[src/rtl/sram_arb_pkg.sv]
// Shared types and constants for the expansion-SRAM access arbiter.
package sram_arb_pkg;

  localparam int ADDR_W_DEF   = 20;
  // Byte-address bit that selects chip 1 (ramcs1_b) over chip 0 (ramcs0_b).
  localparam int CHIP_SEL_BIT = 19;

  typedef enum logic [2:0] {
    IDLE,
    CPU,
    AUX_SETUP,
    AUX_STROBE,
    AUX_DONE
  } arb_state_e;

  // True while the arbiter is working on an aux transfer.
  function automatic logic is_aux_state(input arb_state_e s);
    return (s == AUX_SETUP) || (s == AUX_STROBE) || (s == AUX_DONE);
  endfunction

endpackage

[src/rtl/sram_arb_starve_ctr.sv]
// Aux starvation counter: counts cycles the aux port waits outside an aux
// transfer and saturates at LIMIT. Built only with SRAM_ARB_STARVE_GUARD_EN.
module sram_arb_starve_ctr #(
  parameter int LIMIT = 64
) (
  input  logic clk,
  input  logic reset,
  input  logic count_en,
  input  logic clear,
  output logic starved
);

  localparam int W = $clog2(LIMIT + 1);

  logic [W-1:0] cnt;

  // Saturating wait counter, cleared when the aux request is served or withdrawn.
  always_ff @(posedge clk) begin
    if (reset || clear) begin
      cnt <= '0;
    end else if (count_en && (cnt != W'(LIMIT))) begin
      cnt <= cnt + 1'b1;
    end
  end

  assign starved = (cnt == W'(LIMIT));

endmodule

[src/rtl/sram_access_arbiter.sv]
// Expansion SRAM arbiter: CPU accesses have absolute priority, aux
// block-transfer accesses fill idle windows and restart when preempted.
// Optional starvation guard: define SRAM_ARB_STARVE_GUARD_EN.
//
// Aux handshake: aux_req/aux_we/aux_adr/aux_wdata are held stable by the
// requester until aux_ack. aux_ack is a one-cycle pulse; aux_rdata is valid
// in that cycle. Dropping aux_req before aux_ack abandons the transfer with
// no ack. A preempted transfer issues no ack and restarts from AUX_SETUP.
module sram_access_arbiter
  import sram_arb_pkg::*;
#(
  parameter int ADDR_W       = ADDR_W_DEF,
  parameter int AUX_CYCLES   = 2,
  parameter int STARVE_LIMIT = 64
) (
  input  logic              clk,
  input  logic              reset,
  input  logic              cpu_req,
  input  logic              cpu_we,
  input  logic [ADDR_W-1:0] cpu_adr,
  input  logic              aux_req,
  input  logic              aux_we,
  input  logic [ADDR_W-1:0] aux_adr,
  input  logic [7:0]        aux_wdata,
  output logic              aux_ack,
  output logic [7:0]        aux_rdata,
  input  logic [7:0]        sram_din,
  output logic [7:0]        sram_dout,
  output logic              sram_dout_en,
  output logic [ADDR_W-2:0] sram_adr,
  output logic              ramcs0_b,
  output logic              ramcs1_b,
  output logic              ramoe_b,
  output logic              ramwe_b,
  output logic              cpu_wait_b
);

  localparam int CNT_W = (AUX_CYCLES > 1) ? $clog2(AUX_CYCLES) : 1;

  if (AUX_CYCLES < 1 || STARVE_LIMIT < 1) begin : g_param_check
    $error("sram_access_arbiter: AUX_CYCLES and STARVE_LIMIT must be at least 1");
  end

  arb_state_e       state, state_nxt;
  logic [CNT_W-1:0] strobe_cnt;
  logic             last_strobe;
  logic             guard_active;
  logic             preempt;

  assign last_strobe = (strobe_cnt == '0);
  // While the guard holds the CPU off, the aux transfer may not be preempted.
  assign preempt     = cpu_req && !guard_active;
  assign sram_dout   = aux_wdata;

  // State register.
  always_ff @(posedge clk) begin
    if (reset) state <= IDLE;
    else       state <= state_nxt;
  end

  // Strobe-length counter: held at full count outside AUX_STROBE, so each
  // entry into the strobe phase starts a fresh AUX_CYCLES window.
  always_ff @(posedge clk) begin
    if (reset || (state != AUX_STROBE)) strobe_cnt <= CNT_W'(AUX_CYCLES - 1);
    else if (!last_strobe)              strobe_cnt <= strobe_cnt - 1'b1;
  end

  // Capture read data on the last strobe cycle of an uninterrupted aux read.
  always_ff @(posedge clk) begin
    if (reset) begin
      aux_rdata <= '0;
    end else if ((state == AUX_STROBE) && last_strobe && !preempt && aux_req && !aux_we) begin
      aux_rdata <= sram_din;
    end
  end

  // Next-state logic and SRAM pin drive.
  always_comb begin
    state_nxt    = state;
    ramcs0_b     = 1'b1;
    ramcs1_b     = 1'b1;
    ramoe_b      = 1'b1;
    ramwe_b      = 1'b1;
    sram_dout_en = 1'b0;
    aux_ack      = 1'b0;
    sram_adr     = aux_adr[ADDR_W-2:0];
    unique case (state)
      IDLE: begin
        if (cpu_req && !guard_active) state_nxt = CPU;
        else if (aux_req)             state_nxt = AUX_SETUP;
      end
      CPU: begin
        sram_adr = cpu_adr[ADDR_W-2:0];
        if (cpu_req) begin
          ramcs0_b = cpu_adr[CHIP_SEL_BIT];
          ramcs1_b = !cpu_adr[CHIP_SEL_BIT];
          ramoe_b  = cpu_we;
          ramwe_b  = !cpu_we;
        end else begin
          state_nxt = IDLE;
        end
      end
      AUX_SETUP: begin
        ramcs0_b     = aux_adr[CHIP_SEL_BIT];
        ramcs1_b     = !aux_adr[CHIP_SEL_BIT];
        sram_dout_en = aux_we;
        if (preempt)       state_nxt = CPU;
        else if (!aux_req) state_nxt = IDLE;
        else               state_nxt = AUX_STROBE;
      end
      AUX_STROBE: begin
        ramcs0_b     = aux_adr[CHIP_SEL_BIT];
        ramcs1_b     = !aux_adr[CHIP_SEL_BIT];
        sram_dout_en = aux_we;
        // A CPU claim pulls the strobe immediately so the CPU cycle starts clean.
        if (!preempt) begin
          ramoe_b = aux_we;
          ramwe_b = !aux_we;
        end
        if (preempt)          state_nxt = CPU;
        else if (!aux_req)    state_nxt = IDLE;
        else if (last_strobe) state_nxt = AUX_DONE;
      end
      AUX_DONE: begin
        // Chip select and write data are held while the strobe is released.
        ramcs0_b     = aux_adr[CHIP_SEL_BIT];
        ramcs1_b     = !aux_adr[CHIP_SEL_BIT];
        sram_dout_en = aux_we;
        aux_ack      = 1'b1;
        state_nxt    = IDLE;
      end
      default: state_nxt = IDLE;
    endcase
  end

`ifdef SRAM_ARB_STARVE_GUARD_EN
  logic starved;
  logic hold;

  sram_arb_starve_ctr #(
    .LIMIT (STARVE_LIMIT)
  ) u_starve_ctr (
    .clk      (clk),
    .reset    (reset),
    .count_en (aux_req && !is_aux_state(state)),
    .clear    (aux_ack || !aux_req),
    .starved  (starved)
  );

  // Guard latch: engages at the first IDLE cycle once starved, holds until ack.
  always_ff @(posedge clk) begin
    if (reset || aux_ack || !aux_req)   hold <= 1'b0;
    else if ((state == IDLE) && starved) hold <= 1'b1;
  end

  assign guard_active = aux_req && (hold || ((state == IDLE) && starved));
  assign cpu_wait_b   = !(guard_active && (state != CPU));
`else
  assign guard_active = 1'b0;
  assign cpu_wait_b   = 1'b1;
`endif

endmodule
[config.mk]
export PLATFORM = sky130hd
export DESIGN_NAME = sram_access_arbiter
export DESIGN_NICKNAME = d
export VERILOG_FILES = /design/src/rtl/sram_arb_pkg.sv /design/src/rtl/sram_arb_starve_ctr.sv /design/src/rtl/sram_access_arbiter.sv
export SDC_FILE = /design/constraint.sdc
export NUM_CORES = 1
export LEC_CHECK = 0
export BUFFER_PORTS_ARGS = -buffer_cell sky130_fd_sc_hd__buf_2
export CAP_MARGIN = 10
export CORE_UTILIZATION = 31
export CTS_CLUSTER_DIAMETER = 80
export CTS_CLUSTER_SIZE = 16
export DETAILED_ROUTE_END_ITERATION = 8
export HOLD_SLACK_MARGIN = 0.02
export PLACE_DENSITY = 0.85
export SLEW_MARGIN = 10
export SYNTH_ARGS = -nofsm -noshare
export SYNTH_HDL_FRONTEND = slang
export SYNTH_HIERARCHICAL = 1
export SYNTH_SLANG_ARGS = --single-unit
[constraint.sdc]
create_clock -name clk -period 1.67 [get_ports clk]
set_clock_uncertainty 0.1 [all_clocks]
set_input_delay 0.167 -clock clk [delete_from_list [all_inputs] [get_ports clk]]
set_output_delay 0.167 -clock clk [all_outputs]
set_load 0.005 [all_outputs]
==> summary.txt <==
Min path
  • Min-delay worst type: in2reg

Clock network
  • TritonCTS clock tree: yes
  • Total CTS buffers: 3
  • Clk sinks: 12
  • Clk_lat worst skew: 0.26 ns
  • CTS Hold Buffers Added: 0
  • H-tree depth: 1
  • Post-CTS setup buffer count: 0
  • CTS clk-pin slew, worst paths: 0.07 ns
  • Clk root buf: clkbuf_4
  • Bufs on Longest Clock Path: 2

Logic synthesis
  • Most frequent cell after synthesis: nand2b_1
  • Distinct cells, synth: 30
  • Number of flops mapped to enable cells by yosys: 0
  • Syn avg cell area: 9.51 sq um
  • Area of the mapped netlist: 970 sq um
  • Synth top area cells: dfxtp_1 (25%), mux2_2 (16%), nand2b_1 (12%)
  • Commonest cells in the synthesized netlist: nand2b_1 (18), mux2_2 (14), dfxtp_1 (12)
  • Dominant cell type by area after synthesis: dfxtp_1
  • Post-synth top area share: 24.8%
  • Sequential area share after synthesis: 24.8%
  • Synth warnings: 6
  • Synth Register Bits: 12
  • FFs w/ async S/R, synth: 0%
  • Synth Instances: 102
  • Primary FF master, synth: dfxtp_1
  • Syn nets: 164

Setup path
  • Worst path arrival time: 1.48 ns
  • Cell family with the largest share of critical-path delay: multiplexers
  • CP max-delay cell: mux2_2
  • Crit-path cells: nand2b_4 > nor2_4 > buf_12 > mux2_2 > buf_2
  • Largest fanout on the critical path: 19
  • Buf+Inv Stages, Crit Path: 2
  • Critical path endpoint category: output pin
  • Crit path largest cell delay: 0.35 ns
  • Critical path class: reg2out
  • Required time of the critical path: 1.40 ns
  • Type of origin of the critical path: flop

Cells and area
  • Synth-to-Final Area Change: 47.2%
  • Nets: 246
  • Share of cells above drive strength 1: 62.8%
  • Final cell count without fillers: 214
  • ANT cells: 0

Die
  • Std cell rows: 19
  • Die Y: 57.9 um
  • Die width: 57.9 um
  • Initial Util: 34.0%
  • IO Count: 104
  • DIE AREA: 0.00336 sq mm
  • Total core area: 0.00285 sq mm

STA
  • RSZ-0062 raised after global routing: true
  • Max Slew Vio Count: 0
  • Final min period: 1.74 ns
  • # setup viols final: 19
  • Final Hold Fails: 0
  • Fmax: 573 MHz
  • Final worst path period share: 104%
  • Final worst slack: -0.0741 ns

Global routing
  • Initial antenna violation count: 0
  • First-pass GRT wire length: 3710 um
  • Overall Global Routing Usage: 14.2%
  • Vias in the first global route: 876
  • Pin count of the biggest net entering global routing: 20
  • Gr ovfl total: 0

Drt
  • Routed Antenna Nets: 0
  • Wire per inst: 11.7 um
  • Via/cell ratio: 4.67
  • Number of DRC markers in iteration 0: 33
  • DRC Markers: 10
  • Drt total wl: 2510 um
  • DRT Pass-1 Iters: 6
  • Vias: 999

Pwr
  • Total Power: 0.730 mW
  • Standby leakage power: 0.682 nW
  • PwrDens: 511 mW/mm^2
  • Clock Power Share: 30.6%
  • Internal Pwr Total: 0.554 mW
  • Worst vdd ir: 329 uV
  • Sequential Power Share: 39.9%
  • Sw frac: 24.1%
  • Comb power frac: 29.5%
  • Sw Pwr: 0.176 mW

Job
  • Max_cap viols: 0

Placed design
  • Input/output buffers: 86
  • Place WS: 0.119 ns
  • Hpwl dp: 2140 um
  • GPL Wtd Cong: 0.781
  • Placed Cells: 210

Run status
  • Failing checks: DRC, setup timing
  • Status: finished, violations left
==> final timing paths <==
path,cells past startpoint,startpoint,endpoint,slack (ns)
worst max-delay path,5,state[2],sram_adr[17],-0.07
worst min-delay path,3,sram_din[7],aux_rdata[7],0.05
worst min register to register,2,aux_rdata[0],aux_rdata[0],0.37
worst max register to register,4,strobe_cnt,aux_rdata[5],0.17
==> layout make-up <==
| cell class | instances | area (sq um) |
|---|---|---|
| fill | 300 | 1430 |
| multi-input combinational | 76 | 631 |
| timing repair buffer | 91 | 480 |
| sequential | 12 | 241 |
| tap | 31 | 38.8 |
| clock buffer | 4 | 36.3 |
==> metrics by stage <==
step                util [%]  TNS [ns]  hold WS (ns)  area (sq um)
global route            50.0     -2.41        0.0556          1430
floorplan                  -         0         0.222           970
detailed placement      48.7         0         0.234          1390
CTS                     50.0     -1.69        0.0411          1430
global placement        48.7         0         0.234          1390
finish                  50.0     -1.13        0.0525          1430
==> sequential cells by signal, summed over array words and instances, names as in the netlist <==
register	count
aux_rdata	8
state	3
strobe_cnt	1
==> worst register-to-register path, stage by stage, from the launching register on <==
cell     delay (ns)
dfxtp_1        0.33
or3b_4         0.39
nor4b_4        0.20
buf_4          0.22
mux2i_1        0.20
==> cells by family (layout without fill, tap and decap cells) <==
family,count (synthesis),count (layout),share of synthesized area (%)
other,1,1,0.387
DFF,12,12,24.8
and+or+nand+nor,39,39,28.8
AOI/OAI and AO/OA,9,9,5.55
muxes,27,27,30.3
buffers and inverters,14,95,10.2
==> per-layer routing <==
layer	vias to the layer above	GRT usage [%]	share of wire, %
met5	-	0	0
li1	507	-	-
met2	62	25.0	48
met4	0	4.08	0.32
met1	428	17.1	40
met3	2	3.35	12
==> timing repair <==
| item | CTS | global route |
|---|---|---|
| cloned | 0 | 0 |
| endpoints found under the setup margin | 19 | 20 |
| gates resized for setup | 0 | 1 |
==> power groups by stage <==
stage	Combinational [mW]	Sequential [mW]	Clock [mW]
finish	0.215	0.291	0.224
global route	0.235	0.292	0.249
CTS	0.219	0.291	0.234
detailed placement	0.218	0.298	0
global placement	0.214	0.298	0
floorplan	0.111	0.299	0
==> cell usage in the layout, fill, tap and decap left out <==
master / synthesis / routed
clkbuf_4: 0 / 3
mux2_2: 14 / 14
and4bb_2: 1 / 1
nor3b_1: 2 / 2
mux2_1: 5 / 5
nor2_4: 1 / 1
buf_2: 1 / 86
clkbuf_8: 0 / 1
or3b_4: 1 / 1
nand3b_1: 2 / 2
a21oi_1: 2 / 2
nand2b_4: 1 / 1
o21ai_0: 3 / 3
dfxtp_1: 12 / 11
nand2b_1: 18 / 18
a31oi_1: 1 / 1
conb_1: 1 / 1
a21boi_0: 1 / 1
nor4bb_1: 1 / 1
o21a_1: 1 / 1
buf_12: 0 / 1
nor2b_1: 2 / 2
mux2i_1: 8 / 8
nor3_1: 1 / 1
nand3_1: 1 / 1
dfxtp_2: 0 / 1
nor2_1: 4 / 4
nand4b_1: 1 / 1
buf_4: 10 / 4
nand2_1: 2 / 2
nor4b_4: 1 / 1
o31ai_1: 1 / 1
No activity file was read; power rests on OpenSTA's default activity.
